File: config.mk
export PLATFORM = sky130hd
export DESIGN_NAME = pusch_dr_symb_sched
export DESIGN_NICKNAME = d
export VERILOG_FILES = /design/src/rtl/pusch_dr_pkg.sv /design/src/rtl/pusch_dr_lane_collect.sv /design/src/rtl/pusch_dr_symb_sched.sv
export SDC_FILE = /design/constraint.sdc
export NUM_CORES = 1
export LEC_CHECK = 0
export ABC_AREA = 1
export BUFFER_PORTS_ARGS = -buffer_cell sky130_fd_sc_hd__buf_4
export CORE_ASPECT_RATIO = 0.9
export CORE_MARGIN = 3
export CORE_UTILIZATION = 55
export CTS_CLUSTER_SIZE = 28
export DETAILED_ROUTE_END_ITERATION = 7
export PLACE_DENSITY = 0.82
export SLEW_MARGIN = 30
export SYNTH_ARGS = -nofsm -noshare
export SYNTH_HDL_FRONTEND = slang
export SYNTH_SLANG_ARGS = --single-unit
File: constraint.sdc
create_clock -name i_clk -period 2.52 [get_ports i_clk]
set_clock_uncertainty 0.15 [all_clocks]
set_input_delay 0.252 -clock i_clk [delete_from_list [all_inputs] [get_ports i_clk]]
set_output_delay 0.252 -clock i_clk [all_outputs]
set_load 0.02 [all_outputs]
File: src/rtl/pusch_dr_pkg.sv
// rtl/pusch_dr_pkg.sv - shared types, constants and re-sort policy for the PUSCH DR symbol scheduler
package pusch_dr_pkg;

    typedef enum logic [2:0] {
        IDLE,
        COLLECT,
        DISPATCH,
        WAIT_EOP,
        TIMEOUT
    } sched_state_e;

    localparam logic [1:0] DR_MODE_ONCE  = 2'd0;
    localparam logic [1:0] DR_MODE_SLOT0 = 2'd1;
    localparam logic [1:0] DR_MODE_SYMB0 = 2'd2;
    localparam logic [1:0] DR_MODE_NONE  = 2'd3;

    localparam int SYMB_PER_SLOT = 14;

    // Decide whether a dispatch of (slot, symb) carries a beam re-sort request.
    function automatic logic resort_hit(
        input logic [1:0] mode,
        input logic [6:0] slot,
        input logic [3:0] symb,
        input logic       once_done
    );
        logic hit;
        case (mode)
            DR_MODE_ONCE:  hit = !once_done;
            DR_MODE_SLOT0: hit = (slot == 7'd0) && (symb == 4'd0);
            DR_MODE_SYMB0: hit = (symb == 4'd0);
            default:       hit = 1'b0;
        endcase
        return hit;
    endfunction

endpackage

File: src/rtl/pusch_dr_lane_collect.sv
// rtl/pusch_dr_lane_collect.sv - per-symbol lane seen-mask, duplicate detect and collection timer
module pusch_dr_lane_collect #(
    parameter int LANE    = 8,
    parameter int TMO_CYC = 4096,
    parameter int TMO_W   = 13
) (
    input  logic            i_clk,
    input  logic            i_rst_n,
    input  logic [LANE-1:0] i_lane_mask,
    input  logic [LANE-1:0] i_iq_last,
    input  logic            i_start,
    input  logic            i_reload,
    input  logic            i_acc,
    input  logic            i_flush,
    input  logic            i_tick,
    output logic [LANE-1:0] o_mask,
    output logic [LANE-1:0] o_seen,
    output logic            o_all_seen,
    output logic            o_any_seen,
    output logic            o_any_hit,
    output logic            o_timeout,
    output logic            o_dup
);

    logic [LANE-1:0]  mask_q, mask_d;
    logic [LANE-1:0]  seen_q, seen_d;
    logic [TMO_W-1:0] timer_q, timer_d;
    logic [LANE-1:0]  hits;

    // Start loads a fresh mask, reload restarts the next symbol, acc ORs in new lanes.
    always_comb begin
        hits   = i_iq_last & mask_q;
        mask_d = mask_q;
        seen_d = seen_q;
        if (i_start) begin
            mask_d = i_lane_mask;
            seen_d = i_iq_last & i_lane_mask;
        end else if (i_reload) begin
            seen_d = hits;
        end else if (i_acc) begin
            seen_d = seen_q | hits;
        end else if (i_flush) begin
            seen_d = '0;
        end
        timer_d = i_tick ? timer_q + 1'b1 : '0;
    end

    // Collection state registers.
    always_ff @(posedge i_clk or negedge i_rst_n) begin
        if (!i_rst_n) begin
            mask_q  <= '0;
            seen_q  <= '0;
            timer_q <= '0;
        end else begin
            mask_q  <= mask_d;
            seen_q  <= seen_d;
            timer_q <= timer_d;
        end
    end

    assign o_mask     = mask_q;
    assign o_seen     = seen_q;
    assign o_all_seen = (seen_q == mask_q) && (|mask_q);
    assign o_any_seen = |seen_q;
    assign o_any_hit  = |hits;
    assign o_timeout  = (timer_q == TMO_W'(TMO_CYC - 1));
    assign o_dup      = i_acc && (|(hits & seen_q));

endmodule

File: src/rtl/pusch_dr_symb_sched.sv
// rtl/pusch_dr_symb_sched.sv - lane-complete symbol dispatch to the DR core (stats: PUSCH_DR_SCHED_STAT_EN)
module pusch_dr_symb_sched
    import pusch_dr_pkg::*;
#(
    parameter int LANE    = 8,
    parameter int TMO_CYC = 4096,
    parameter int TMO_W   = 13
) (
    input  logic            i_clk,
    input  logic            i_rst_n,
    input  logic [LANE-1:0] i_lane_mask,
    input  logic [1:0]      i_dr_mode,
    input  logic [LANE-1:0] i_iq_last,
    input  logic [6:0]      i_slot_idx,
    input  logic [3:0]      i_symb_idx,
    input  logic            i_core_eop,
    input  logic            i_clr_stat,
    output logic            o_core_start,
    output logic            o_resort_req,
    output logic [6:0]      o_slot_idx,
    output logic [3:0]      o_symb_idx,
    output logic            o_busy,
    output logic [LANE-1:0] o_lane_miss,
    output logic            o_dup_err,
    output logic [15:0]     o_tmo_cnt
);

    sched_state_e    state_q, state_d;
    logic            start_op, reload_op, acc_op, flush_op, tick_op;
    logic            idle_hit, all_seen, any_seen, any_hit, timeout, dup;
    logic [LANE-1:0] mask, seen;
    logic            pend_latch, dispatch;

    logic [6:0]      pend_slot_q, pend_slot_d, slot_q, slot_d;
    logic [3:0]      pend_symb_q, pend_symb_d, symb_q, symb_d;
    logic            core_start_q, core_start_d, resort_q, resort_d;
    logic            resort_once_q, resort_once_d, busy_q, busy_d;
    logic [LANE-1:0] lane_miss_q, lane_miss_d;
    logic            dup_err_q, dup_err_d;

    assign idle_hit = |(i_iq_last & i_lane_mask);

    pusch_dr_lane_collect #(
        .LANE    (LANE),
        .TMO_CYC (TMO_CYC),
        .TMO_W   (TMO_W)
    ) u_collect (
        .i_clk       (i_clk),
        .i_rst_n     (i_rst_n),
        .i_lane_mask (i_lane_mask),
        .i_iq_last   (i_iq_last),
        .i_start     (start_op),
        .i_reload    (reload_op),
        .i_acc       (acc_op),
        .i_flush     (flush_op),
        .i_tick      (tick_op),
        .o_mask      (mask),
        .o_seen      (seen),
        .o_all_seen  (all_seen),
        .o_any_seen  (any_seen),
        .o_any_hit   (any_hit),
        .o_timeout   (timeout),
        .o_dup       (dup)
    );

    // Next-state and collector operation select.
    always_comb begin
        state_d   = state_q;
        start_op  = 1'b0;
        reload_op = 1'b0;
        acc_op    = 1'b0;
        flush_op  = 1'b0;
        tick_op   = 1'b0;
        case (state_q)
            IDLE: begin
                if (idle_hit) begin
                    start_op = 1'b1;
                    state_d  = COLLECT;
                end
            end
            COLLECT: begin
                acc_op  = 1'b1;
                tick_op = 1'b1;
                if (all_seen) begin
                    state_d = DISPATCH;
                end else if (timeout) begin
                    state_d = TIMEOUT;
                end
            end
            DISPATCH: begin
                reload_op = 1'b1;
                state_d   = WAIT_EOP;
            end
            WAIT_EOP: begin
                acc_op = 1'b1;
                if (i_core_eop) begin
                    if (all_seen) begin
                        state_d = DISPATCH;
                    end else if (any_seen || any_hit) begin
                        state_d = COLLECT;
                    end else begin
                        state_d = IDLE;
                    end
                end
            end
            TIMEOUT: begin
                flush_op = 1'b1;
                state_d  = IDLE;
            end
            default: state_d = IDLE;
        endcase
    end

    // Symbol tag latch, registered dispatch outputs and sticky status.
    always_comb begin
        pend_latch = ((state_q == IDLE) && idle_hit) ||
                     ((state_q == DISPATCH) && any_hit) ||
                     ((state_q == WAIT_EOP) && !any_seen && any_hit);
        pend_slot_d = pend_latch ? i_slot_idx : pend_slot_q;
        pend_symb_d = pend_latch ? i_symb_idx : pend_symb_q;

        dispatch      = (state_d == DISPATCH);
        core_start_d  = dispatch;
        resort_d      = dispatch && resort_hit(i_dr_mode, pend_slot_q, pend_symb_q, resort_once_q);
        resort_once_d = resort_once_q || (resort_d && (i_dr_mode == DR_MODE_ONCE));
        slot_d        = dispatch ? pend_slot_q : slot_q;
        symb_d        = dispatch ? pend_symb_q : symb_q;
        busy_d        = (state_d == DISPATCH) || (state_d == WAIT_EOP);

        lane_miss_d = lane_miss_q;
        if (state_q == TIMEOUT) begin
            lane_miss_d = lane_miss_q | (mask & ~seen);
        end
        dup_err_d = dup_err_q || dup;
        if (i_clr_stat) begin
            lane_miss_d = '0;
            dup_err_d   = 1'b0;
        end
    end

    // Scheduler state and output registers.
    always_ff @(posedge i_clk or negedge i_rst_n) begin
        if (!i_rst_n) begin
            state_q       <= IDLE;
            pend_slot_q   <= '0;
            pend_symb_q   <= '0;
            slot_q        <= '0;
            symb_q        <= '0;
            core_start_q  <= 1'b0;
            resort_q      <= 1'b0;
            resort_once_q <= 1'b0;
            busy_q        <= 1'b0;
            lane_miss_q   <= '0;
            dup_err_q     <= 1'b0;
        end else begin
            state_q       <= state_d;
            pend_slot_q   <= pend_slot_d;
            pend_symb_q   <= pend_symb_d;
            slot_q        <= slot_d;
            symb_q        <= symb_d;
            core_start_q  <= core_start_d;
            resort_q      <= resort_d;
            resort_once_q <= resort_once_d;
            busy_q        <= busy_d;
            lane_miss_q   <= lane_miss_d;
            dup_err_q     <= dup_err_d;
        end
    end

`ifdef PUSCH_DR_SCHED_STAT_EN
    logic [15:0] tmo_cnt_q, tmo_cnt_d;
    logic [31:0] disp_cnt_q, disp_cnt_d;

    // Saturating timeout count and free-running dispatch count.
    always_comb begin
        tmo_cnt_d  = tmo_cnt_q;
        disp_cnt_d = disp_cnt_q;
        if ((state_q == TIMEOUT) && (tmo_cnt_q != 16'hFFFF)) begin
            tmo_cnt_d = tmo_cnt_q + 16'd1;
        end
        if (core_start_d) begin
            disp_cnt_d = disp_cnt_q + 32'd1;
        end
        if (i_clr_stat) begin
            tmo_cnt_d  = '0;
            disp_cnt_d = '0;
        end
    end

    // Statistics registers.
    always_ff @(posedge i_clk or negedge i_rst_n) begin
        if (!i_rst_n) begin
            tmo_cnt_q  <= '0;
            disp_cnt_q <= '0;
        end else begin
            tmo_cnt_q  <= tmo_cnt_d;
            disp_cnt_q <= disp_cnt_d;
        end
    end

    assign o_tmo_cnt = tmo_cnt_q;
`else
    assign o_tmo_cnt = 16'd0;
`endif

    assign o_core_start = core_start_q;
    assign o_resort_req = resort_q;
    assign o_slot_idx   = slot_q;
    assign o_symb_idx   = symb_q;
    assign o_busy       = busy_q;
    assign o_lane_miss  = lane_miss_q;
    assign o_dup_err    = dup_err_q;

endmodule
* Yosys cells after proc, flatten, opt, wreduce, memory -nomap -nowiden
Index checks and enable logic that the tools add are counted.
Cells by class: bitwise logic cells 7, equal/unequal tests 10, reductions and logical operators 29, add/subtract/negate cells 1, mux-type cells 22
Operators by type and width (number):
- two-way mux 8 bit | 6
- OR reduction 8 bit | 5
- AND 8 bit | 4
- bitwise OR 8 bit | 2
- adder 13 x 1 -> 13 bit (second input constant) | 1
- equality test 13 x 12 -> 1 bit (second input constant) | 1
- two-way mux 13 bit | 1
- equality test 3 x 2 -> 1 bit (second input constant) | 4
- two-way mux 3 bit | 4
- case mux 3 bit (4 select lines) | 1
- logical AND 1 bit | 9
- equality test 8 bit | 1
- two-way mux 1 bit | 8
- NOT 8 bit | 1
- zero test 7 bit | 1
- logical OR 1 bit | 6
- zero test 4 bit | 1
- nonzero test 4 bit | 1
- equality test 3 x 1 -> 1 bit (second input constant) | 1
- equality test 3 bit (second input constant) | 1
- zero test 3 bit | 1
- case mux 1 bit (3 select lines) | 1
- equality test 2 x 1 -> 1 bit (second input constant) | 1
- equality test 2 bit (second input constant) | 1
- 5 further kinds | 6
Storage, ports and cells: output and inout port bits 39, register bits 67, word-level logic and storage cells 83

* Depth between registers and ports, before layout
Gate-level depths: netlist of the first run.
word-level depth 11, mapped depth 14, gate-level depth less buffers 13

* By module
From an unflattened synthesis of the first run, not the netlist that was laid out.
Unflattened totals: cell total of the unflattened synthesis 472, area, all modules 3607.2 µm²
Modules (own cells, without submodules):
- pusch_dr_symb_sched | cells an instance 219, area each 1873.0 µm², seq. area each 950.9 µm², instances 1
- pusch_dr_lane_collect | cells an instance 253, area each 1734.2 µm², seq. area each 725.7 µm², instances 1

* Worst setup path after synthesis of the first run
Ideal clock, no wire load.
path type register to register, start register u_collect.seen_q[2], in the netlist u_collect.o_seen[2], end register slot_q[0], in the netlist o_slot_idx[0], arrival time 1.549 ns, cell stages (with the launch flop) 15, setup slack 0.702 ns, period minus slack after synthesis 1.818 ns, setup time 0.118 ns, buffers on the path 1, path through dfrtp_1 > inv_1 > ha_1 > nand2_1 > nor2_1 > nand2_1 > inv_1 > nand2_1 > nand2_1 > nand2_1 > nand2_2 > nand3_4 > buf_12 > nand2_2 > nand2_1
On the way: word-level cells in the longest chain between the ends 7, elaborated cells on any way between the ends 10, those cells by class eq/ne: 2; mux: 5; reduce/logical: 3
RTL lines:
- start, declared | RTL line pusch_dr_lane_collect.sv:26 | logic [LANE-1:0] seen_q, seen_d;
- start signal, assigned | RTL line pusch_dr_lane_collect.sv:56 | seen_q <= seen_d;
- OR reduction 8 bit | RTL line pusch_dr_lane_collect.sv:64 | assign o_any_seen = |seen_q;
- logical OR 1 bit | RTL line pusch_dr_symb_sched.sv:99 | end else if (any_seen || any_hit) begin
- two-way mux 1 bit | RTL line pusch_dr_symb_sched.sv:99
- two-way mux 2 bit | RTL line pusch_dr_symb_sched.sv:97 | if (all_seen) begin
- two-way mux 3 bit | RTL line pusch_dr_symb_sched.sv:96 | if (i_core_eop) begin
- case mux 3 bit (4 select lines) * | RTL line pusch_dr_symb_sched.sv:74 | case (state_q)
- equality test 3 x 2 -> 1 bit * | RTL line pusch_dr_symb_sched.sv:122 | dispatch = (state_d == DISPATCH);
- end signal, assigned | RTL line pusch_dr_symb_sched.sv:159 | slot_q <= slot_d;
- end, declared | RTL line pusch_dr_symb_sched.sv:34 | logic [6:0] pend_slot_q, pend_slot_d, slot_q, slot_d;
Every way passes the cells marked *; elsewhere a longest branch is shown, timed or not. A chain may end at the register's enable or synchronous reset.

* Worst setup path after layout of the first run
start input port i_lane_mask[7], end register u_collect.mask_q[5], in the netlist u_collect.o_mask[5]
On the way: word-level cells in the longest chain between the ends 4
RTL lines:
- start, declared | RTL line pusch_dr_symb_sched.sv:11 | input logic [LANE-1:0] i_lane_mask,
- AND 8 bit | RTL line pusch_dr_symb_sched.sv:41 | assign idle_hit = |(i_iq_last & i_lane_mask);
- OR reduction 8 bit | RTL line pusch_dr_symb_sched.sv:41
- two-way mux 1 bit | RTL line pusch_dr_symb_sched.sv:76 | if (idle_hit) begin
- two-way mux 1 bit | RTL line pusch_dr_symb_sched.sv:74
- end signal, assigned | RTL line pusch_dr_lane_collect.sv:55 | mask_q <= mask_d;
- end, declared | RTL line pusch_dr_lane_collect.sv:25 | logic [LANE-1:0] mask_q, mask_d;
Every way passes these cells.

==> results.json, run 1 <==
{
  "critical_path_peak_fanout": 25,
  "routed_wl_um": 8030,
  "grt_pass1_wl_um": 13100,
  "yosysWarningCount": 0,
  "setup_failing_eps_final": 0,
  "dp_slack_ns": 0.489,
  "p_leak_nw": 2.32,
  "finalSetupTns_ns": 0,
  "seq_area_frac_synth_pct": 47.5,
  "first_global_vias": 2828,
  "tritoncts_clock_tree": "built",
  "io_buffer_count": 55,
  "clk_path_buf_depth": 2,
  "period_minus_slack_ns": 2.21,
  "placer_s_final_routability_congestion_estimate": 0.948,
  "synth_flop_cell": "dfrtp_1",
  "die_w_um": 90.4,
  "syn-mean-instance-area_um2": 8.62,
  "power_mw": 4.35,
  "synth_commonest_cells": "114 x nand2_1, 67 x dfrtp_1, 33 x nor2_1",
  "dp.cells": 544,
  "grt.total_usage_pct": 22.7,
  "start_util_pct": 57.1,
  "post_synth_num_cell_types": 37,
  "timing.critical_path.from_type": "input port",
  "dpl.hpwl_um": 5620,
  "critPathArrivalTime_ns": 2.29,
  "async_flop_share_pct": 100,
  "area.growth.synth_to_final_pct": 22.7,
  "postCtsSetupBuffers": 0,
  "clk_root_buffer_cell": "clkbuf_8",
  "final_core_util_pct": 70.0,
  "cp_data_required_time_ns": 2.60,
  "rsz0062_at_grt": "no",
  "timing.final.crit_share_pct": 87.7,
  "worst_slew_pin_slew_ns": 0.822,
  "fp.dieArea_mm2": 0.00741,
  "final_area_mm2": 0.00433,
  "yosys-top-cells-area": "dfrtp_1 48%, nand2_1 12%, buf_4 3.6%",
  "finish.cell_count_without_fillers": 578,
  "share_of_final_layout_standard_cells_stronger_than_drive_strength_1_pct": 23.8,
  "drt-vias-per-instance": 5.17,
  "diodes": 0,
  "holdBufCountCts": 19,
  "register_bit_total_from_synthesis": 67,
  "maximum_ir_drop_on_the_vdd_rail_uv": 856,
  "dr.first_iter.drc_count": 178,
  "clk_transition_reported_paths_ns": 0.07,
  "critical_path_class": "input port to register",
  "hold_violations": 0,
  "synth_top_cell_area_share_pct": 47.5,
  "synth.cell_area_mm2": 0.00353,
  "synth_top_cell_by_area": "dfrtp_1",
  "remaining_drc_errors": 0,
  "pin_count_of_the_biggest_net_entering_global_routing": 68,
  "num_vias": 2990,
  "finalWorstSetupSlack_ns": 0.311,
  "hold-worst-slack_ns": 0.0243,
  "cts-htree-levels": 3,
  "finalMaxSlewViolations": 0,
  "coreArea_mm2": 0.00618,
  "status": "complete, no violations",
  "synthesis.instances": 409,
  "placedInstanceArea_mm2": 0.00395,
  "detail_route.wl_per_cell_um": 13.9,
  "hold_path_class": "input port to register",
  "clock-sinks": 67,
  "chipHeight_um": 82.0,
  "io_pins": 72,
  "synth_enable_flop_cells": 0,
  "worst_skew_pair.late_latency_ns": 0.34,
  "drtPass1Iterations": 5,
  "final_nets": 529,
  "p_per_area_mw_per_mm2": 1010,
  "grt.overflow.total": 0,
  "grt_antenna_before_repair": 0,
  "numCtsBuffers": 9,
  "yosys.cell_count.top_type": "nand2_1",
  "crit_path_end_kind": "register",
  "cap_viol_max_count": 0,
  "row_count": 27,
  "fill_cells": 458,
  "drt.antenna.violating_nets": 0,
  "clock.fmax_mhz": 453,
  "max-slew-margin-rel_pct": 45.2,
  "cts-resized-gates": 0
}
[flip-flops by register name, summed over array words and instances (netlist names), 3 cells and up]
signal,count
u_collect.o_mask,8
state_q,3
o_symb_idx,4
pend_slot_q,7
u_collect.timer_q,13
o_slot_idx,7
u_collect.o_seen,8
pend_symb_q,4
o_lane_miss,8
[area by class of cell]
class	count	area, um2	share of cell area (%)
multi-input cells	293	1570	36.2
clock buffers	13	159	3.67
well taps	87	109	2.51
clock inverters	2	35.0	0.809
flip-flops and latches	67	1680	38.7
inverters	38	148	3.41
repair buffers	78	633	14.6
[cell families (layout without fill, tap and decap cells)]
group           Yosys count  after routing  synth area share, %
compound gates           38             38                 6.39
xor+xnor                  2              2                0.497
fa+ha+maj                 9              9                 3.19
buf+inv                  64            131                 9.58
flops                    67             67                 47.5
mux                       8              8                 3.30
other cells               1             16                0.106
simple gates            220            220                 29.4
[report_power, final]
part / internal, mW / total, mW / leakage (nW) / switching [mW]
Sequential: 1.42 / 1.74 / 0.857 / 0.323
Combinational: 0.720 / 1.72 / 1.37 / 1.00
Clock: 0.505 / 0.888 / 0.0995 / 0.383
[per-layer routing]
metal | vias to the layer above | share of wire, % | GRT usage, %
met5 | - | 0 | 0
met1 | 1420 | 43 | 28.9
met2 | 111 | 49 | 38.2
li1 | 1449 | - | -
met4 | 0 | 1.6 | 8.41
met3 | 10 | 6.3 | 5.49
[worst paths after layout]
check                                             endpoint                             from  slack, ns  cells past startpoint
hold / removal             u_collect.o_mask[1]$_DFFE_PN0P_                   i_lane_mask[1]       0.02                      2
min in group asynchronous       o_lane_miss[6]$_DFFE_PN0P_                          i_rst_n       0.39                      2
setup reg to reg                 o_symb_idx[0]$_DFFE_PN0P_  u_collect.o_seen[5]$_DFFE_PN0P_       0.48                     13
hold reg to reg             u_collect.timer_q[0]$_DFF_PN0_   u_collect.timer_q[0]$_DFF_PN0_       0.33                      1
max in group asynchronous  u_collect.o_mask[0]$_DFFE_PN0P_                          i_rst_n       1.27                      2
setup / recovery           u_collect.o_mask[5]$_DFFE_PN0P_                   i_lane_mask[7]       0.31                      9
[critical path, stage by stage]
cell           delay (ns)
dlygate4sd3_1        0.55
buf_4                0.15
nand2_1              0.07
nand2_1              0.05
nor2_1               0.11
nand2_1              0.10
nand2_2              0.40
buf_4                0.28
mux2_4               0.31
[layout by cell type (no fill, tap or decap), types with 9 or more instances in the layout]
cell,netlist,layout
clkbuf_8,0,11
nand3_1,24,24
conb_1,1,16
inv_1,30,30
dfrtp_1,67,67
ha_1,9,9
nor2_1,33,33
nand2_2,15,15
a21oi_1,16,16
o21ai_0,9,9
buf_4,17,59
nand4_1,14,14
dlygate4sd3_1,0,19
nand2_1,114,114
Note: power is estimated with default switching activity, not from simulation.
==> inputs of run 2 (changes only) <==
--- a/config.mk
+++ b/config.mk
@@ -10,6 +10,7 @@
 export CORE_ASPECT_RATIO = 0.9
 export CORE_MARGIN = 3
 export CORE_UTILIZATION = 55
+export CTS_BUF_LIST = sky130_fd_sc_hd__clkbuf_4 sky130_fd_sc_hd__clkbuf_8 sky130_fd_sc_hd__clkbuf_16
 export CTS_CLUSTER_SIZE = 28
 export DETAILED_ROUTE_END_ITERATION = 7
 export PLACE_DENSITY = 0.82
==> constraint.sdc (replaced) <==
create_clock -name i_clk -period 2.3 [get_ports i_clk]
set_clock_uncertainty 0.15 [all_clocks]
set_input_delay 0.23 -clock i_clk [delete_from_list [all_inputs] [get_ports i_clk]]
set_output_delay 0.23 -clock i_clk [all_outputs]
set_load 0.02 [all_outputs]
==> results.json, run 2 (synthesized netlist as in run 1, its figures left out) <==
{
  "status": "complete, no violations",
  "io_pins": 72,
  "grt.overflow.total": 0,
  "numCtsBuffers": 9,
  "path_delay_family": "buffers and inverters",
  "critPathLaunch": "i_lane_mask[2]",
  "crit_path_cell_trace": "dlygate4sd3_1 > buf_4 > nand2_1 > nand2_1 > nor2_1 > nand2_1 > nand2_2 > buf_4 > mux2_4",
  "critical_path_peak_fanout": 16,
  "crit_path_end_kind": "register",
  "maximum_ir_drop_on_the_vdd_rail_uv": 751,
  "clk_path_buf_depth": 2,
  "critical_path.slowest_cell": "dlygate4sd3_1",
  "max-slew-margin-rel_pct": 45.4,
  "clock-sinks": 67,
  "finalMaxSlewViolations": 0,
  "cp_common_cell": "nand2_1",
  "power_mw": 4.84,
  "area.growth.synth_to_final_pct": 24.2,
  "hold_path_class": "input port to register",
  "row_count": 27,
  "grt.total_usage_pct": 23.4,
  "placer_s_final_routability_congestion_estimate": 0.868,
  "cts-htree-levels": 3,
  "mostFrequentLayoutCells": "114 x nand2_1, 67 x dfrtp_1, 60 x buf_4",
  "worst_skew_pair.late_latency_ns": 0.34,
  "start_util_pct": 57.1,
  "rsz0062_at_grt": "no",
  "chipHeight_um": 82.0,
  "period_minus_slack_ns": 2.20,
  "final_core_util_pct": 70.8,
  "grt_pass1_wl_um": 13500,
  "io_buffer_count": 55,
  "die_w_um": 90.4,
  "drt.antenna.violating_nets": 0,
  "reg_with_most_ffs": "u_collect.timer_q",
  "worst_r2r_path_depth": 12,
  "critPathArrivalTime_ns": 2.27,
  "clock.fmax_mhz": 455,
  "cts-resized-gates": 0,
  "p_per_area_mw_per_mm2": 1100,
  "pin_count_of_the_biggest_net_entering_global_routing": 68,
  "setup_failing_eps_final": 0,
  "finalWorstSetupSlack_ns": 0.103,
  "drtPass1Iterations": 5,
  "coreArea_mm2": 0.00618,
  "dpl.hpwl_um": 5750,
  "fp.dieArea_mm2": 0.00741,
  "ff2ff_setup_slack_ns": 0.23,
  "finalSetupTns_ns": 0,
  "tritoncts_clock_tree": "built",
  "critPathBufInv": 3,
  "timing.final.crit_share_pct": 95.5,
  "first_global_vias": 2933,
  "detail_route.wl_per_cell_um": 13.9,
  "clk_transition_reported_paths_ns": 0.07,
  "max_stage_delay_ns": 0.54,
  "largest_register_ffs": 13,
  "hold_violations": 0,
  "grt_antenna_before_repair": 0,
  "worst_slew_pin_slew_ns": 0.818,
  "reg2reg_launch_point": "u_collect.o_mask[4]$_DFFE_PN0P_",
  "dr.first_iter.drc_count": 302,
  "remaining_drc_errors": 0,
  "p_leak_nw": 2.35,
  "cap_viol_max_count": 0,
  "final_nets": 532,
  "number_of_cells_on_the_critical_path": 9,
  "timing.critical_path.from_type": "input port",
  "routed_wl_um": 8090,
  "drt-vias-per-instance": 5.21,
  "cp_data_required_time_ns": 2.38,
  "diodes": 0,
  "dp.cells": 545,
  "most_common_library_cell_in_the_layout_ignoring_fill_and_taps": "nand2_1",
  "fill_cells": 466,
  "crit_path_end": "u_collect.o_mask[6]$_DFFE_PN0P_",
  "clk_root_buffer_cell": "clkbuf_8",
  "r2r-end": "o_symb_idx[1]$_DFFE_PN0P_",
  "share_of_final_layout_standard_cells_stronger_than_drive_strength_1_pct": 24.3,
  "finish.cell_count_without_fillers": 581,
  "critical_path_class": "input port to register",
  "dp_slack_ns": 0.286,
  "num_vias": 3026
}
run 2: changes by cell type in the layout (fill, tap and decap cells not counted):
cell / delta
clkinv_2: -1
clkbuf_1: -2
buf_4: +1
clkbuf_4: +1
dlygate4sd3_1: +2
clkbuf_8: +2
run 2: what timing repair did:
action / 4_1_cts / 5_1_grt
hold endpoints to repair: 95 / 0
hold buffers: 21 / 0
buffers inserted: 0 / 0
run 2: cell type report:
class	instances	area, um2	area share [%]
flip-flops and latches	67	1680	38.3
multi-input cells	293	1570	35.8
repair buffers	81	661	15.1
clock buffers	14	186	4.26
inverters	38	148	3.37
well taps	87	109	2.49
clock inverters	1	30.0	0.686
run 2: how the worst min path moves through the flow:
stage                                                  to         start  depth (start not counted)  slack [ns]
after floorplan                          o_busy$_DFF_PN0_       i_rst_n                          0       -0.22
after global placement         o_lane_miss[4]$_DFFE_PN0P_       i_rst_n                          1        0.24
after detailed placement   u_collect.timer_q[2]$_DFF_PN0_       i_rst_n                          1        0.23
after CTS                 u_collect.o_seen[0]$_DFFE_PN0P_  i_iq_last[0]                          3        0.07
after global routing      u_collect.o_seen[3]$_DFFE_PN0P_  i_iq_last[3]                          3        0.09
final                     u_collect.o_seen[1]$_DFFE_PN0P_  i_iq_last[1]                          3        0.09
run 2: power by group:
group          leakage (nW)  switching (mW)  internal (mW)
combinational          1.38            1.09          0.798
clock                 0.112           0.415          0.626
sequential            0.857           0.351           1.56
total                  2.35            1.86           2.98
run 2: tightest hold or removal path, cell delays in order:
cell,delay [ns]
buf_4,0.08
nand2_1,0.07
o221ai_1,0.16
run 2: stage by stage:
stage                     hold WS (ns)  cell area (um2)
after floorplan                 -0.216             3580
after global placement           0.236             3950
after detailed placement         0.231             3950
after CTS                       0.0724             4380
after global routing            0.0882             4380
final                           0.0891             4380
run 2: layer usage:
| metal | global-route usage (%) | part of all wire (%) |
|---|---|---|
| met1 | 28.8 | 42 |
| met2 | 41.3 | 49 |
| met3 | 4.58 | 6.5 |
| met4 | 8.87 | 2.1 |
| met5 | 0 | 0 |
==> inputs of run 3 (changes only) <==
--- a/config.mk
+++ b/config.mk
@@ -9,11 +9,11 @@
 export BUFFER_PORTS_ARGS = -buffer_cell sky130_fd_sc_hd__buf_4
 export CORE_ASPECT_RATIO = 0.9
 export CORE_MARGIN = 3
-export CORE_UTILIZATION = 55
+export CORE_UTILIZATION = 59
 export CTS_BUF_LIST = sky130_fd_sc_hd__clkbuf_4 sky130_fd_sc_hd__clkbuf_8 sky130_fd_sc_hd__clkbuf_16
 export CTS_CLUSTER_SIZE = 28
 export DETAILED_ROUTE_END_ITERATION = 7
-export PLACE_DENSITY = 0.82
+export PLACE_DENSITY = 0.87
 export SLEW_MARGIN = 30
 export SYNTH_ARGS = -nofsm -noshare
 export SYNTH_HDL_FRONTEND = slang
==> constraint.sdc (replaced) <==
create_clock -name i_clk -period 2.7 [get_ports i_clk]
set_clock_uncertainty 0.15 [all_clocks]
set_input_delay 0.27 -clock i_clk [delete_from_list [all_inputs] [get_ports i_clk]]
set_output_delay 0.27 -clock i_clk [all_outputs]
set_load 0.02 [all_outputs]
==> results.json, run 3 (synthesized netlist as in run 1, its figures left out) <==
{
  "num_vias": 3014,
  "p_leak_nw": 2.29,
  "tritoncts_clock_tree": "built",
  "r2r-end": "o_symb_idx[1]$_DFFE_PN0P_",
  "grt_pass1_wl_um": 13600,
  "first_global_vias": 3030,
  "clock-sinks": 67,
  "area.growth.synth_to_final_pct": 20.0,
  "largest_register_ffs": 13,
  "max-slew-margin-rel_pct": 45.0,
  "dpl.hpwl_um": 5600,
  "rsz0062_at_grt": "no",
  "cp_data_required_time_ns": 2.78,
  "grt_antenna_before_repair": 0,
  "die_w_um": 87.5,
  "drtPass1Iterations": 7,
  "final-seq-area_mm2": 0.00168,
  "period_minus_slack_ns": 2.26,
  "cts-htree-levels": 3,
  "cts-resized-gates": 0,
  "worst_skew_pair.late_latency_ns": 0.34,
  "share_of_final_layout_standard_cells_stronger_than_drive_strength_1_pct": 24.4,
  "postCtsSetupBuffers": 0,
  "pin_count_of_the_biggest_net_entering_global_routing": 68,
  "fill_cells": 431,
  "finalMaxSlewViolations": 0,
  "worst_slew_pin_slew_ns": 0.825,
  "maximum_ir_drop_on_the_vdd_rail_uv": 794,
  "chipHeight_um": 79.4,
  "critPathArrivalTime_ns": 2.34,
  "setup_failing_eps_final": 0,
  "hold_violations": 0,
  "diodes": 0,
  "row_count": 26,
  "coreArea_mm2": 0.00573,
  "final_nets": 520,
  "p_per_area_mw_per_mm2": 971,
  "routed_wl_um": 8170,
  "placer_s_final_routability_congestion_estimate": 0.932,
  "mostFrequentLayoutCells": "114 x nand2_1, 67 x dfrtp_1, 57 x buf_4",
  "reg2reg_launch_point": "u_collect.o_seen[5]$_DFFE_PN0P_",
  "start_util_pct": 61.6,
  "io_buffer_count": 55,
  "clock.fmax_mhz": 443,
  "critical_path_class": "register to register",
  "grt.overflow.total": 0,
  "multi_input_area_mm2": 0.00157,
  "cap_viol_max_count": 0,
  "finalSetupTns_ns": 0,
  "detail_route.wl_per_cell_um": 14.8,
  "clk_transition_reported_paths_ns": 0.07,
  "hold-worst-slack_ns": 0.0167,
  "crit_path_end_kind": "register",
  "hold_path_class": "input port to register",
  "io_pins": 72,
  "holdBufCountCts": 12,
  "critPathLaunch": "u_collect.o_seen[5]$_DFFE_PN0P_",
  "worst_r2r_path_depth": 13,
  "clk_root_buffer_cell": "clkbuf_8",
  "final_area_mm2": 0.00423,
  "grt.total_usage_pct": 25.3,
  "crit_path_end": "o_symb_idx[1]$_DFFE_PN0P_",
  "most_common_library_cell_in_the_layout_ignoring_fill_and_taps": "nand2_1",
  "status": "complete, no violations",
  "drt.antenna.violating_nets": 0,
  "power_mw": 4.11,
  "drt-vias-per-instance": 5.45,
  "ff2ff_setup_slack_ns": 0.44,
  "reg_with_most_ffs": "u_collect.timer_q",
  "remaining_drc_errors": 0,
  "clk_path_buf_depth": 2,
  "placedInstanceArea_mm2": 0.00391,
  "fp.dieArea_mm2": 0.00694,
  "dr.first_iter.drc_count": 239,
  "timing.critical_path.from_type": "register",
  "critical_path_peak_fanout": 14,
  "numCtsBuffers": 9,
  "timing.final.crit_share_pct": 83.7
}
-- run 3: critical path, cell delays in order, from the launching register on --
cell and delay (ns):
dfrtp_1 0.40, inv_1 0.08, ha_1 0.29, nand2_1 0.05, nor2_1 0.09, nand2_1 0.08, inv_1 0.05, nand2_1 0.09
nand2_1 0.08, nand2_1 0.08, nand2_2 0.25, nand3_4 0.26, nand2_1 0.13, nand2_1 0.06
-- run 3: report_power, final --
part / internal (mW) / switching, mW
registers: 1.32 / 0.305
logic: 0.665 / 0.957
clock network: 0.492 / 0.364
-- run 3: cell type report --
type | instances | share of cell area [%]
inverter | 38 | 3.49
clock inverter | 2 | 0.828
tap | 70 | 2.07
sequential | 67 | 39.6
timing repair buffer | 69 | 13.0
multi-input combinational | 293 | 37.1
clock buffer | 14 | 3.96
-- run 3: how the worst min path moves through the flow --
stage,from,to,slack [ns],cells past startpoint
2_1_floorplan,i_rst_n,o_busy$_DFF_PN0_,-0.18,0
3_3_place_gp,i_rst_n,o_lane_miss[4]$_DFFE_PN0P_,0.27,1
3_5_place_dp,i_rst_n,o_lane_miss[1]$_DFFE_PN0P_,0.28,1
4_1_cts,i_symb_idx[0],pend_symb_q[0]$_DFFE_PN0P_,0.009,3
5_1_grt,i_symb_idx[0],pend_symb_q[0]$_DFFE_PN0P_,0.004,3
6_report,i_lane_mask[0],u_collect.o_mask[0]$_DFFE_PN0P_,0.02,2
-- run 3: metal layers --
| layer | vias to the layer above | global-route usage [%] | routed length, um | share of wire (%) |
|---|---|---|---|---|
| met2 | 139 | 42.0 | 4000 | 49 |
| met4 | 0 | 8.28 | 165 | 2.0 |
| met3 | 22 | 7.37 | 617 | 7.6 |
| met1 | 1416 | 31.6 | 3380 | 41 |
| li1 | 1437 | - | - | - |
| met5 | - | 0 | 0 | 0 |
-- run 3: per-stage QoR --
| step | utilization [%] | instances | setup WS [ns] |
|---|---|---|---|
| after CTS | 73.9 | 553 | 0.445 |
| after detailed placement | 68.3 | 525 | 0.476 |
| after global routing | 73.9 | 553 | 0.242 |
| after global placement | 68.3 | 525 | 0.593 |
| final | 73.9 | 553 | 0.440 |
| after floorplan | - | 424 | 0.882 |
